<file path="src/rtl/traffic_light_sequencer.sv">
// rtl/traffic_light_sequencer.sv - N-way round-robin intersection light sequencer
// Optional night flash mode is built only when TLC_FLASH_EN is defined.
module traffic_light_sequencer #(
  parameter int N_WAYS     = 4,
  parameter int G_MIN      = 80,
  parameter int Y_TIME     = 20,
  parameter int R_TIME     = 4,
  parameter int FLASH_HALF = 16
) (
  input  logic                  clk,
  input  logic                  rst_n,
  input  logic [N_WAYS-1:0]     has_car,
  input  logic                  flash_mode,
  output logic [3*N_WAYS-1:0]   lights,
  output logic [2:0]            cur_way
);

  typedef enum logic [1:0] {
    S_GREEN   = 2'd0,
    S_YELLOW  = 2'd1,
    S_ALL_RED = 2'd2,
    S_FLASH   = 2'd3
  } state_t;

  localparam logic [15:0] G_LAST = 16'(G_MIN - 1);
  localparam logic [15:0] Y_LAST = 16'(Y_TIME - 1);
  localparam logic [15:0] R_LAST = 16'(R_TIME - 1);

  state_t      state_q, state_d;
  logic [15:0] cnt_q, cnt_d;
  logic [2:0]  cur_way_q, cur_way_d;
  logic [2:0]  target_q, target_d;
  logic [3:0]  next_pick;

`ifdef TLC_FLASH_EN
  localparam logic [15:0] F_LAST = 16'(FLASH_HALF - 1);
  logic phase_q, phase_d;
`else
  logic unused_flash;
  assign unused_flash = flash_mode | (FLASH_HALF == 0);
`endif

  // Bit 3 flags a hit; the scan runs farthest-first so the nearest waiting
  // approach in rotation order is the last one written and therefore wins.
  function automatic logic [3:0] next_waiting(input logic [N_WAYS-1:0] cars,
                                               input logic [2:0]        cur);
    logic [2*N_WAYS-1:0] dbl;
    logic [N_WAYS-1:0]   rot;
    logic [3:0]          r;
    dbl = {cars, cars};
    rot = N_WAYS'(dbl >> cur);
    r   = 4'd0;
    for (int k = N_WAYS - 1; k >= 1; k--) begin
      if (rot[k]) r = {1'b1, 3'((int'(cur) + k) % N_WAYS)};
    end
    return r;
  endfunction

  assign next_pick = next_waiting(has_car, cur_way_q);

  always_comb begin
    state_d   = state_q;
    cnt_d     = cnt_q + 16'd1;
    cur_way_d = cur_way_q;
    target_d  = target_q;
`ifdef TLC_FLASH_EN
    phase_d   = phase_q;
`endif
    case (state_q)
      S_GREEN: begin
        cnt_d = (cnt_q == 16'hFFFF) ? cnt_q : cnt_q + 16'd1;
        if (cnt_q >= G_LAST && next_pick[3]) begin
          state_d  = S_YELLOW;
          target_d = next_pick[2:0];
        end
      end
      S_YELLOW: begin
        if (cnt_q >= Y_LAST) begin
          state_d   = S_ALL_RED;
          cur_way_d = target_q;
        end
      end
      S_ALL_RED: begin
        if (cnt_q >= R_LAST) state_d = S_GREEN;
      end
`ifdef TLC_FLASH_EN
      S_FLASH: begin
        if (cnt_q >= F_LAST) begin
          cnt_d   = 16'd0;
          phase_d = ~phase_q;
        end
        if (!flash_mode) begin
          state_d   = S_ALL_RED;
          cur_way_d = 3'd0;
          target_d  = 3'd0;
        end
      end
`endif
      default: state_d = S_ALL_RED;
    endcase
`ifdef TLC_FLASH_EN
    if (flash_mode && state_q != S_FLASH) begin
      state_d   = S_FLASH;
      cur_way_d = 3'd0;
      phase_d   = 1'b0;
    end
`endif
    if (state_d != state_q) cnt_d = 16'd0;
  end

  always_ff @(posedge clk) begin
    if (!rst_n) begin
      state_q   <= S_GREEN;
      cnt_q     <= 16'd0;
      cur_way_q <= 3'd0;
      target_q  <= 3'd0;
`ifdef TLC_FLASH_EN
      phase_q   <= 1'b0;
`endif
    end else begin
      state_q   <= state_d;
      cnt_q     <= cnt_d;
      cur_way_q <= cur_way_d;
      target_q  <= target_d;
`ifdef TLC_FLASH_EN
      phase_q   <= phase_d;
`endif
    end
  end

  always_comb begin
    logic [2:0] lamp;
    lights = '0;
    for (int i = 0; i < N_WAYS; i++) begin
      lamp = 3'b001;
      case (state_q)
        S_GREEN:  if (cur_way_q == 3'(i)) lamp = 3'b100;
        S_YELLOW: if (cur_way_q == 3'(i)) lamp = 3'b010;
`ifdef TLC_FLASH_EN
        S_FLASH:  lamp = phase_q ? 3'b000 : 3'b010;
`endif
        default:  lamp = 3'b001;
      endcase
      lights[3*i +: 3] = lamp;
    end
  end

  assign cur_way = cur_way_q;

endmodule

</file>
<file path="config.mk">
export PLATFORM = sky130hd
export DESIGN_NAME = traffic_light_sequencer
export DESIGN_NICKNAME = d
export VERILOG_FILES = /design/src/rtl/traffic_light_sequencer.sv
export SDC_FILE = /design/constraint.sdc
export NUM_CORES = 1
export LEC_CHECK = 0
export ABC_CLOCK_PERIOD_IN_PS = 6100
export CORE_UTILIZATION = 40
export DETAILED_ROUTE_END_ITERATION = 16
export MAX_ROUTING_LAYER = met4
export PLACE_DENSITY_LB_ADDON = 0.08
export RECOVER_POWER = 50
export SYNTH_ARGS = -nofsm -noshare
export SYNTH_HDL_FRONTEND = slang
export SYNTH_SLANG_ARGS = --single-unit
export TNS_END_PERCENT = 10
</file>
<file path="constraint.sdc">
create_clock -name clk -period 6.1 [get_ports clk]
set_clock_uncertainty 0.1 [all_clocks]
set_input_delay 1.22 -clock clk [delete_from_list [all_inputs] [get_ports clk]]
set_output_delay 1.22 -clock clk [all_outputs]
set_load 0.05 [all_outputs]
</file>
==> results of run 1 <==
-- worst max-delay path: cells and delay by family --
kind,cells,cell delay (ns)
mux,1,0.19
simple gates,3,1.69
buf+inv,1,0.66
compound gates,1,0.08
-- per-stage QoR --
| step | worst slack [ns] | instances | power, W | util (%) |
|---|---|---|---|---|
| after floorplan | 2.652 | 173 | 0.0001633 | - |
| after detailed placement | 2.681 | 230 | 0.0001699 | 48.64 |
| final | 2.321 | 234 | 0.0002476 | 49.05 |
| after global routing | 2.107 | 234 | 0.0002599 | 49.05 |
| after CTS | 2.432 | 234 | 0.0002530 | 49.71 |
| after global placement | 2.680 | 230 | 0.0001691 | 48.64 |
-- how the worst min path moves through the flow --
stage,from,endpoint,cells after the start
2_1_floorplan,target_q[1]$_SDFFE_PN0P_,target_q[1]$_SDFFE_PN0P_,2
3_3_place_gp,target_q[1]$_SDFFE_PN0P_,target_q[1]$_SDFFE_PN0P_,2
3_5_place_dp,target_q[1]$_SDFFE_PN0P_,target_q[1]$_SDFFE_PN0P_,2
4_1_cts,target_q[1]$_SDFFE_PN0P_,target_q[1]$_SDFFE_PN0P_,2
5_1_grt,target_q[1]$_SDFFE_PN0P_,target_q[1]$_SDFFE_PN0P_,2
6_report,target_q[1]$_SDFFE_PN0P_,target_q[1]$_SDFFE_PN0P_,2
-- sequential cells by signal (all words and copies together), names as in the netlist --
register  cells
state_q       2
cnt_q        16
cur_way       2
target_q      2
-- layout make-up --
class / instances / area, um^2
repair buffers: 19 / 190.2
inverters: 7 / 26.28
fillers: 341 / 1740
flip-flops and latches: 22 / 440.4
multi-input cells: 136 / 924.6
well taps: 46 / 57.56
clock buffers: 4 / 36.28
-- cells by family (layout without fill, tap and decap cells) --
family / Yosys count / in the layout / synth area share (%)
and+or+nand+nor: 85 / 85 / 34.71
AOI/OAI and AO/OA: 30 / 30 / 15.21
DFF: 22 / 22 / 30.24
buffers and inverters: 15 / 30 / 4.725
xor gates and xnor gates: 8 / 8 / 4.811
muxes: 7 / 7 / 5.756
adders and majority gates: 5 / 5 / 4.296
other: 1 / 1 / 0.2575
-- cell usage in the layout, fill, tap and decap left out, types with 4 or more instances in the layout --
| cell | count |
|---|---|
| a21oi_1 | 5 |
| and2_1 | 8 |
| clkdlybuf4s50_1 | 18 |
| dfxtp_1 | 22 |
| ha_1 | 5 |
| inv_1 | 7 |
| mux2i_1 | 5 |
| nand2_1 | 9 |
| nand2b_1 | 6 |
| nand3_1 | 6 |
| nand4_1 | 6 |
| nor2_1 | 12 |
| nor2_2 | 10 |
| nor2b_1 | 4 |
| nor3_1 | 8 |
| o21ai_0 | 4 |
| xnor2_1 | 4 |
| xor2_1 | 4 |
-- per-layer routing --
metal / share of wire [%] / routed length (um)
met1: 53 / 1582
met2: 43 / 1296
met3: 3.0 / 90
met4: 1.1 / 32
met5: 0 / 0
-- power by group through the flow --
stage	registers, W	logic [W]	clock network (W)
floorplan	0.000150	0.0000136	0
global placement	0.000151	0.0000185	0
detailed placement	0.000151	0.0000193	0
CTS	0.000147	0.0000194	0.0000862
global route	0.000148	0.0000203	0.0000917
finish	0.000147	0.0000185	0.0000816
==> metrics.md, run 1 <==
| Metric | Value |
|---|---|
| Final-report hold violation count | 0 |
| CP required | 6.17 ns |
| DIE WIDTH | 62.34 um |
| Flops & latches, synth | 22 |
| Area contributors post-synth | dfxtp_1 (30%), ha_1 (4.3%), nor2_2 (4.3%) |
| Crit-path max FO | 16 |
| Vias | 1,277 |
| Final WL | 3.002 mm |
| Clock Latency Late Sink | 0.31 ns |
| Synthesized area | 1456 um^2 |
| Gpl congestion | 0.7722 |
| Reg2reg path depth | 6 |
| Tcrit/Tclk final | 61.95% |
| Sequential power share | 59.5% |
| Cell area after placement | 1662 um^2 |
| Htree depth | 1 |
| Min Tclk post-route | 3.779 ns |
| Routing usage on met1 | 23.84% |
| Row count | 21 |
| Wirelength per Cell | 12.83 um |
| Startpoint types | input pin |
| GRT overflow | 0 |
| DIE HEIGHT | 62.34 um |
| Pins Over Slew Limit | 0 |
| Total GRT Usage | 17.15% |
| Critical path origin | has_car[3] |
| R2r endpoint | cnt_q[5]$_SDFFE_PP0P_ |
| Core footprint | 3416 um^2 |
| Sw Ratio | 23.30% |
| Synth top cells by count | dfxtp_1 (22), nor2_1 (12), nor2_2 (10) |
| Share of layout cells above drive strength 1 | 10.64% |
| Post-CTS Resized | 0 |
| Setup slack, reg-to-reg | 3.04 ns |
| Lkg Pwr | 0.5967 nW |
| Root Driver | clkbuf_4 |
| Primary FF master, synth | dfxtp_1 |
| Post-synth EDFFs | 0 |
| CP Data Arrival Time | 3.85 ns |
| Clock share of power | 33.0% |
| GRT busiest layer | met2 |
| Starting density of the core | 42.64% |
| Die Footprint | 3886 um^2 |
| Met3 GRT Util | 3.309% |
| Nets | 201 |
| Worst path cell trace | dlygate4sd3_1 > mux2_2 > o32ai_1 > nor4b_1 > nand3b_1 > nor3_1 |
| Fmax | 264.6 MHz |
| Max Cap Violations | 0 |
| Vias in the first global route | 1,123 |
| Slowest stage delay, CP | 0.82 ns |
| Yosys warning count | 0 |
| Synth unique cells | 53 |
| Max Buffers Root-to-Sink | 2 |
| Number of antenna violations at the first check in global routing | 0 |
| Worst slew pin tran | 0.9247 ns |
| Detailed placement HPWL | 2.306 mm |
| PortBufs | 19 |
| End point of the critical path | cnt_q[12]$_SDFFE_PP0P_ |
| CP Class | input pin to flop |
| Gate Count Post-Synth | 173 |
| Postcts setup bufs | 0 |
| Psw | 0.00005769 W |
| Synthesized area per cell | 8.418 um^2 |
| CP max stage cell | nor4b_1 |
| Met2 Track Usage GR | 25.41% |
| Clock transition at path regs | 0.12 ns |
| FF-to-FF Start | cnt_q[0]$_SDFFE_PP0P_ |
| WHS | 0.3664 ns |
| Mapped Nets | 185 |
| Worst hold-check path type | flop to flop |
| Critical path capture point type | flop |
| Rel. slew slack | 37.48% |
| Clock Sinks | 22 |
| Inserted Diodes | 0 |
| Status | finished clean |
| Async set or reset register ratio after synthesis | 0% |
| Synth area leader | dfxtp_1 |
| Cts hold-fix bufs | 0 |
| PD cells | 147.8 nW/um^2 |
| Initial DRC count | 60 |
| Pint | 0.0001899 W |
| Setup_tns | 0 ns |
| Final instance area | 1675 um^2 |
| DR pass1 iterations | 4 |
| Peak supply drop | 115.3 uV |
| Most numerous cell in the Yosys netlist | dfxtp_1 |
| First-pass GRT wire length | 5.264 mm |
| Combinational power share | 7.5% |
| Drc violations | 0 |
| CTS tree | yes |
| CTS buffer count | 3 |
| Area added between synthesis and finish | 15.03% |
| Synth top area share | 30.24% |
| Remaining antenna violation count | 0 |
| Vias per Instance | 5.457 |
| RSZ-0062 raised after global routing | no |
| Sequential element share of the synthesized area | 30.24% |
| Final setup viols | 0 |
| IO Count | 22 |
| Largest net degree at the start of global routing | 17 |
No activity file was read; power rests on OpenSTA's default activity.
==> inputs of run 2 (changes only) <==
Settings changed: ABC_CLOCK_PERIOD_IN_PS 6100 to 3290.
Clock period 6.1 ns to 3.29 ns, I/O delays scaled along.
==> run 2 against run 1 <==
Sequential cell count unchanged. Clock-buffer cell count unchanged. Combinational power up 88%. Largest power group unchanged.
==> metrics.md, run 2 (synthesis gave the netlist of run 1 again) <==
| Metric | Value |
|---|---|
| # fillers | 348 (+2.1%) |
| Gpl congestion | 0.7949 (+2.9%) |
| Min Tclk post-route | 3.096 ns |
| First-pass GRT wire length | 5.202 mm (-1.2%) |
| Inserted Diodes | 0 (unchanged) |
| Postcts setup bufs | 0 (unchanged) |
| Final WS setup | 0.1939 ns (-2.127 ns) |
| Share of layout cells above drive strength 1 | 10.53% (-0.11 points) |
| Top delay family on crit path | buffers and inverters |
| PortBufs | 19 (unchanged) |
| CTS buffer count | 3 (unchanged) |
| RSZ-0062 raised after global routing | no |
| Starting density of the core | 42.64% (unchanged) |
| Clock transition at path regs | 0.12 ns (about the same) |
| Drc violations | 0 (unchanged) |
| Cell area after placement | 1677 um^2 (+0.90%) |
| Critical path capture point type | output pin |
| DIE WIDTH | 62.34 um (unchanged) |
| Max Buffers Root-to-Sink | 2 (unchanged) |
| FF-to-FF Start | cnt_q[0]$_SDFFE_PP0P_ |
| Htree depth | 1 (unchanged) |
| CTS tree | yes |
| Cts hold-fix bufs | 0 (unchanged) |
| Total GRT Usage | 16.88% (-0.27 points) |
| CP Data Arrival Time | 2.34 ns (-1.51 ns) |
| Setup_tns | 0 ns (unchanged) |
| Nets | 203 (+1.0%) |
| Hold Startpoint | target_q[1]$_SDFFE_PN0P_ |
| Root Driver | clkbuf_4 |
| Tcrit/Tclk final | 94.11% |
| Clock Sinks | 22 (unchanged) |
| Die Footprint | 3886 um^2 (unchanged) |
| Final WL | 3.108 mm (+3.5%) |
| Slowest stage delay, CP | 0.81 ns (about the same) |
| Setup WS pre-CTS | 0.4991 ns (-2.182 ns) |
| Rel. slew slack | 60.27% (+23 points) |
| Final setup viols | 0 (unchanged) |
| Wirelength per Cell | 13.17 um (+2.7%) |
| Max reg flops | 16 (unchanged) |
| Post-CTS Resized | 0 (unchanged) |
| R2r endpoint | cnt_q[5]$_SDFFE_PP0P_ |
| Worst path cell trace | inv_1 > ha_1 > nand2b_1 > clkdlybuf4s50_1 |
| Max Cap Violations | 0 (unchanged) |
| CP required | 2.53 ns (-3.64 ns) |
| Setup slack, reg-to-reg | 0.80 ns (-2.24 ns) |
| Worst hold-check path type | flop to flop |
| Vias in the first global route | 1,110 (-1.2%) |
| WP buf/inv | 2 (+1) |
| Vias | 1,281 (+0.31%) |
| Worst path depth | 4 (-2) |
| Pins Over Slew Limit | 0 (unchanged) |
| Lkg Pwr | 0.6157 nW (+3.2%) |
| CP max stage cell | clkdlybuf4s50_1 |
| DR pass1 iterations | 4 (unchanged) |
| PD cells | 272.6 nW/um^2 (+85%) |
| IO Count | 22 (unchanged) |
| GRT overflow | 0 (unchanged) |
| DIE HEIGHT | 62.34 um (unchanged) |
| Number of antenna violations at the first check in global routing | 0 (unchanged) |
| Clock Latency Late Sink | 0.31 ns (about the same) |
| Worst slew pin tran | 0.5809 ns (-0.3439 ns) |
| Largest net degree at the start of global routing | 17 (unchanged) |
| CP Class | flop to output pin |
| Vias per Instance | 5.428 (-0.54%) |
| Row count | 21 (unchanged) |
| Reg2reg path depth | 6 (unchanged) |
| WHS | 0.3687 ns (+0.002328 ns) |
| Startpoint types | flop |
| Remaining antenna violation count | 0 (unchanged) |
| Final instance area | 1698 um^2 (+1.3%) |
| Core footprint | 3416 um^2 (unchanged) |
| Hold endpoint | target_q[1]$_SDFFE_PN0P_ |
| Area added between synthesis and finish | 16.58% |
| Most frequent cells in the layout | dfxtp_1 (22), clkdlybuf4s50_1 (18), nor2_1 (15) |
| Commonest non-fill, non-tap cell in the layout | dfxtp_1 |
| Fmax | 323.0 MHz |
| Largest register by flop count | cnt_q |
| Crit-path max FO | 12 (-4) |
| Total power | 0.0004629 W (+87%) |
| Status | finished clean |
| Final-report hold violation count | 0 (unchanged) |
| Peak supply drop | 187.9 uV (+63%) |
| Detailed placement HPWL | 2.331 mm (+1.1%) |
| Worst hold path depth | 2 (unchanged) |
| Initial DRC count | 69 (+15%) |
## run 2: per-stage QoR
stage,instances,util (%)
6_report,236,49.71
5_1_grt,236,49.71
2_1_floorplan,173,-
4_1_cts,236,50.15
3_3_place_gp,232,49.08
3_5_place_dp,232,49.08
## run 2: worst max-delay path by stage
| stage | startpoint | end | slack (ns) |
|---|---|---|---|
| global placement | has_car[3] | cnt_q[5]$_SDFFE_PP0P_ | 0.52 |
| CTS | cur_way[0]$_SDFFE_PN0P_ | lights[6] | 0.18 |
| finish | cur_way[0]$_SDFFE_PN0P_ | lights[0] | 0.19 |
| global route | cur_way[0]$_SDFFE_PN0P_ | lights[6] | 0.03 |
| floorplan | cur_way[0]$_SDFFE_PN0P_ | lights[1] | 0.40 |
| detailed placement | has_car[3] | cnt_q[12]$_SDFFE_PP0P_ | 0.50 |
## run 2: layout make-up
type / instances / area (um^2) / area share, %
flip-flops and latches: 22 / 440.4 / 25.94
repair buffers: 21 / 201.4 / 11.86
clock buffers: 4 / 36.28 / 2.137
multi-input cells: 136 / 935.9 / 55.12
well taps: 46 / 57.56 / 3.390
inverters: 7 / 26.28 / 1.548
## run 2: power by group
group / total (W) / internal (W) / switching, W / leakage [nW]
registers: 0.000273 / 0.000269 / 0.00000393 / 0.178
clock network: 0.000155 / 0.0000676 / 0.0000872 / 0.0210
logic: 0.0000347 / 0.0000157 / 0.0000190 / 0.417
## run 2: worst reg2reg max path, delay by kind of cell, from the launching register on
kind	cells	cell delay [ns]
flip-flops	1	0.37
adder cells (fa/ha/maj)	1	0.29
AND/OR/NAND/NOR	2	0.45
AO/OA/AOI/OAI	3	1.20
## run 2: metal layers
layer | vias up | global-route usage [%] | part of all wire (%) | wire length [um]
met5 | - | - | 0 | 0
met4 | 0 | 3.488 | 0.77 | 24
met3 | 2 | 3.309 | 2.5 | 77
met2 | 16 | 25.00 | 44 | 1381
met1 | 609 | 23.76 | 52 | 1625
li1 | 654 | - | - | -
